==> config.mk <==
export PLATFORM = sky130hd
export DESIGN_NAME = ll_fifo_drain_arbiter
export DESIGN_NICKNAME = d
export VERILOG_FILES = /design/src/rtl/ll_fifo_drain_arbiter.sv
export SDC_FILE = /design/constraint.sdc
export NUM_CORES = 1
export LEC_CHECK = 0
export ABC_AREA = 1
export ABC_CLOCK_PERIOD_IN_PS = 1690
export BUFFER_PORTS_ARGS = -buffer_cell sky130_fd_sc_hd__buf_2
export CAP_MARGIN = 20
export CORE_AREA = 2 2 64 66
export CTS_CLUSTER_DIAMETER = 100
export DETAILED_ROUTE_END_ITERATION = 10
export DIE_AREA = 0 0 66 68
export PLACE_DENSITY = 0.74
export SLEW_MARGIN = 20
export SYNTH_ARGS = -nofsm -noshare
export SYNTH_HDL_FRONTEND = slang
export SYNTH_SLANG_ARGS = --single-unit
==> constraint.sdc <==
create_clock -name clk -period 1.69 [get_ports clk]
set_clock_uncertainty 0.15 [all_clocks]
set_input_delay 0.169 -clock clk [delete_from_list [all_inputs] [get_ports clk]]
set_output_delay 0.169 -clock clk [all_outputs]
set_load 0.01 [all_outputs]
==> src/rtl/ll_fifo_drain_arbiter.sv <==
// rtl/ll_fifo_drain_arbiter.sv - round-robin, burst-bounded read engine for the shared linked-list FIFO
// Pops eligible queues into a 2-entry output buffer whose entries carry the source queue id.
module ll_fifo_drain_arbiter #(
   parameter int WIDTH     = 4,
   parameter int NUM_FIFOS = 2,
   parameter int BURST     = 2,
   parameter int SEL_WIDTH = $clog2(NUM_FIFOS),
   parameter int CNT_WIDTH = 16
) (
   input  logic                 clk,
   input  logic                 rst,
   input  logic [NUM_FIFOS-1:0] en_mask,
   input  logic [NUM_FIFOS-1:0] fifo_empty,
   input  logic [WIDTH-1:0]     fifo_data_out,
   output logic                 fifo_pop,
   output logic [SEL_WIDTH-1:0] fifo_pop_sel,
   output logic                 out_valid,
   input  logic                 out_ready,
   output logic [WIDTH-1:0]     out_data,
   output logic [SEL_WIDTH-1:0] out_qid,
   output logic [1:0]           state,
   output logic [CNT_WIDTH-1:0] total_pops
);
   localparam int BW = $clog2(BURST + 1);
   localparam logic [BW-1:0] BURST_MAX = BW'(BURST);
   localparam int EW = SEL_WIDTH + WIDTH;

   typedef enum logic [1:0] {IDLE = 2'd0, SERVE = 2'd1, STALL = 2'd2} state_t;

   state_t               state_q, state_d;
   logic [SEL_WIDTH-1:0] cur_q_q, cur_q_d;
   logic [BW-1:0]        burst_cnt_q, burst_cnt_d;
   logic [1:0]           buf_cnt_q, buf_cnt_d;
   logic                 rd_ptr_q, rd_ptr_d;
   logic                 wr_ptr_q, wr_ptr_d;
   logic [EW-1:0]        mem_q [2];
   logic [EW-1:0]        mem_d [2];
   logic [CNT_WIDTH-1:0] total_pops_q, total_pops_d;

   logic [NUM_FIFOS-1:0] eligible;
   logic                 any_elig;
   logic                 space;
   logic                 keep_cur;
   logic                 found;
   logic                 buf_pop;
   logic [SEL_WIDTH-1:0] sel;
   logic [SEL_WIDTH-1:0] idx;

   assign eligible = ~fifo_empty & en_mask;
   assign any_elig = |eligible;
   assign space    = (buf_cnt_q < 2'd2);
   // burst_cnt of 0 means no grant is held yet, so the first grant rotates to queue 0
   assign keep_cur = eligible[cur_q_q] && (burst_cnt_q != '0) && (burst_cnt_q < BURST_MAX);

   always_comb begin
      sel   = cur_q_q;
      idx   = cur_q_q;
      found = keep_cur;
      for (int i = 1; i <= NUM_FIFOS; i++) begin
         idx = SEL_WIDTH'((int'(cur_q_q) + i) % NUM_FIFOS);
         if (!found && eligible[idx]) begin
            found = 1'b1;
            sel   = idx;
         end
      end
   end

   assign fifo_pop     = any_elig & space & ~rst;
   assign fifo_pop_sel = fifo_pop ? sel : cur_q_q;
   assign buf_pop      = (buf_cnt_q != 2'd0) & out_ready;

   always_comb begin
      cur_q_d      = cur_q_q;
      burst_cnt_d  = burst_cnt_q;
      total_pops_d = total_pops_q;
      wr_ptr_d     = wr_ptr_q;
      rd_ptr_d     = rd_ptr_q;
      mem_d        = mem_q;
      state_d      = IDLE;
      if (fifo_pop) begin
         mem_d[wr_ptr_q] = {sel, fifo_data_out};
         wr_ptr_d        = ~wr_ptr_q;
         total_pops_d    = total_pops_q + 1'b1;
         state_d         = SERVE;
         if ((sel == cur_q_q) && (burst_cnt_q < BURST_MAX)) begin
            burst_cnt_d = burst_cnt_q + 1'b1;
         end else begin
            cur_q_d     = sel;
            burst_cnt_d = BW'(1);
         end
      end else if (any_elig) begin
         state_d = STALL;
      end
      if (buf_pop) begin
         rd_ptr_d = ~rd_ptr_q;
      end
      buf_cnt_d = buf_cnt_q + {1'b0, fifo_pop} - {1'b0, buf_pop};
   end

   always_ff @(posedge clk) begin
      if (rst) begin
         state_q      <= IDLE;
         cur_q_q      <= SEL_WIDTH'(NUM_FIFOS - 1);
         burst_cnt_q  <= '0;
         buf_cnt_q    <= '0;
         rd_ptr_q     <= 1'b0;
         wr_ptr_q     <= 1'b0;
         mem_q[0]     <= '0;
         mem_q[1]     <= '0;
         total_pops_q <= '0;
      end else begin
         state_q      <= state_d;
         cur_q_q      <= cur_q_d;
         burst_cnt_q  <= burst_cnt_d;
         buf_cnt_q    <= buf_cnt_d;
         rd_ptr_q     <= rd_ptr_d;
         wr_ptr_q     <= wr_ptr_d;
         mem_q        <= mem_d;
         total_pops_q <= total_pops_d;
      end
   end

   assign out_valid           = (buf_cnt_q != 2'd0);
   assign {out_qid, out_data} = mem_q[rd_ptr_q];
   assign state               = state_q;
   assign total_pops          = total_pops_q;
endmodule

==> results_dict.tcl <==
set metrics [dict create \
    cts_tree "done" \
    multi_input_area_um2 970 \
    crit_type "reg2out" \
    cts.sinks 35 \
    clk_latency_ns 0.29 \
    synth_edf_count 0 \
    rsz0062_at_grt "yes" \
    die_area_mm2 0.00449 \
    place_area_mm2 0.00205 \
    worst_slack_ns -0.0658 \
    drt-total-wl_mm 3.95 \
    drt.antenna.violating_nets 0 \
    status "finished with violations" \
    syn_avg_cell_area_um2 7.00 \
    drive_gt1_share_pct 29.3 \
    die_x_um 66 \
    ys_warn_count 0 \
    gp_congestion 0.876 \
    clockBufferDepth 2 \
    ys_types 30 \
    grt_max_degree 20 \
    place_hpwl_mm 2.79 \
    gr-total-overflow 0 \
    num_antenna_cells 0 \
    worstSetupEndpointType "output port" \
    grt_pass1_vias 1551 \
    finalSetupTns_ns -0.0658 \
    holdCritPathClass "in2reg" \
    yosysSeqAreaShare_pct 38.6 \
    arrival_ns 1.44 \
    power.density_mw_per_mm2 1090 \
    syn_area_mm2 0.00181 \
    max-slew-margin-rel_pct 77.2 \
    drv_cap 0 \
    fillers 391 \
    clock-root-buffer "clkbuf_8" \
    finalHoldViolations 0 \
    std_cell_rows 23 \
    cts_buffers 5 \
    cp-start-kind "register" \
    io_buffers 36 \
    post_drt_wl_per_cell_um 10.9 \
    antenna_found_initial 0 \
    die_h_um 68 \
    synth_ff_type "dfxtp_1" \
    synth_nets 274 \
    via_count 1736 \
    async_flop_share_pct 0 \
    drv_slew 0 \
    cellLeakagePower_uw 0.00103 \
    coreArea_mm2 0.00386 \
    critical_path.max_fanout 2 \
    initial_utilization_pct 47.0 \
    io_pins 37 \
    fin_crit_sh_pct 104 \
    syn2layout_area_growth_pct 26.6 \
    grt_pass1_wl_mm 6.62 \
    htreeDepth 2 \
    worst_pin_slew_ns 0.341 \
    setup_violations 1 \
    ys_ff_latch 35 \
    worstPathRequired_ns 1.37 \
    post-route-drc-count 0 \
    design_area_mm2 0.00230 \
    irDropWorstVdd_mv 0.751 \
    period_minus_slack_ns 1.76 \
    grt_util_all_layers_pct 19.3 \
    netlist_instances 259 \
    regArea_um2 704 \
    path_clk_slew_ns 0.07 \
    fmax_mhz 570 \
    vias_per_cell 4.81 \
    violations "negative setup slack" \
    drtIter0Drc 71 \
    drt_pass1_iterations 4 \
    fin_nets 325 \
]
[power by group]
part           switching (µW)  total, µW  internal (µW)
registers                64.3       1000            936
clock network             314        753            439
logic                     437        742            304
total                     815       2490           1680
[cell type report]
cell class | count | area share (%)
Tap cell | 50 | 2.72
Sequential cell | 35 | 30.7
Clock buffer | 5 | 3.00
Multi-Input combinational cell | 180 | 42.2
Clock inverter | 3 | 1.91
Inverter | 37 | 6.16
Timing Repair Buffer | 51 | 13.3
[critical path: stages (launching register included)]
cell	delay [ns]
dfxtp_2	0.33
inv_2	0.05
ha_4	0.15
inv_2	0.06
nand2_4	0.07
a21oi_4	0.13
o21ai_2	0.07
nand3_1	0.09
o21ai_1	0.07
buf_2	0.14
[sequential cells by signal, summed over array words and instances (netlist names)]
register / cells
wr_ptr_q: 1
cur_q_q: 1
burst_cnt_q: 2
rd_ptr_q: 1
mem_q: 10
buf_cnt_q: 2
state: 2
total_pops: 16
[logic make-up (layout without fill, tap and decap cells)]
group,count (synthesis),in the layout,synth area share [%]
flip-flops,35,35,38.6
AND/OR/NAND/NOR,126,126,32.3
buffers and inverters,44,96,10.8
XOR/XNOR,3,3,1.45
adder cells (fa/ha/maj),4,4,2.76
AO/OA/AOI/OAI,47,47,14.0
[synth_stat cells, types with 3 or more instances]
cell type / number / area (µm²)
a21oi_1: 15 / 75.1
buf_6: 3 / 33.8
dfxtp_1: 35 / 701
ha_1: 4 / 50.1
inv_1: 33 / 124
inv_2: 3 / 11.3
nand2_1: 74 / 278
nand2_2: 5 / 31.3
nand3_1: 10 / 50.1
nand4_1: 4 / 25.0
nor2_1: 19 / 71.3
nor2_2: 4 / 25.0
nor2_4: 3 / 33.8
o21ai_0: 13 / 65.1
o21ai_1: 13 / 65.1
[placed cells by master, fill, tap and decap left out, types with 2 or more instances in the layout]
master         netlist  routed
a21oi_1             15      14
a21oi_2              2       2
buf_2                2      36
buf_4                1      10
clkbuf_8             0       5
dfxtp_1             35      32
dfxtp_2              0       3
dlygate4sd3_1        0       5
ha_1                 4       3
inv_1               33      30
inv_2                3       6
nand2_1             74      71
nand2_2              5       7
nand2_4              1       2
nand3_1             10      10
nand4_1              4       4
nor2_1              19      18
nor2_2               4       5
nor2_4               3       3
nor3_1               2       2
nor3_2               2       2
o211ai_1             2       2
o21ai_0             13      10
o21ai_1             13      14
xor2_1               2       2
[metrics by stage]
step                      std cells  util, %  total power, µW  hold slack [ns]  setup WS [ns]
after global placement          345     53.2             1580            0.237         0.0571
final                           361     59.5             2490           0.0853        -0.0658
after global routing            361     59.5             2660           0.0973         -0.178
after detailed placement        345     53.2             1590            0.248        -0.0145
after CTS                       361     58.8             2460           0.0759        -0.0689
after floorplan                 259        -             1430            0.138         0.0357
[repair_timing]
item | 4_1_cts | 5_1_grt
hold buffers | 5 | 0
pin swaps | 4 | 4
resized for setup | 14 | 7
buffers inserted | 3 | 0
hold endpoints to repair | 6 | 0
setup endpoints to repair | 2 | 5
[per-layer routing]
metal | vias to the layer above | global-route usage (%) | wire length, µm
met4 | 0 | 7.40 | 70
met3 | 7 | 5.10 | 185
met1 | 770 | 22.5 | 1790
met2 | 37 | 34.2 | 1910
li1 | 922 | - | -
met5 | - | 0 | 0
[path summary, 6_finish.rpt]
check | startpoint | to | slack, ns | cells past startpoint
setup / recovery | burst_cnt_q[0] | fifo_pop_sel | -0.07 | 9
hold / removal | rst | total_pops[13] | 0.09 | 3
setup reg to reg | buf_cnt_q[1] | buf_cnt_q[1] | 0.03 | 10
hold reg to reg | mem_q[7] | mem_q[7] | 0.30 | 2
Power figures use the tool's default switching activity.
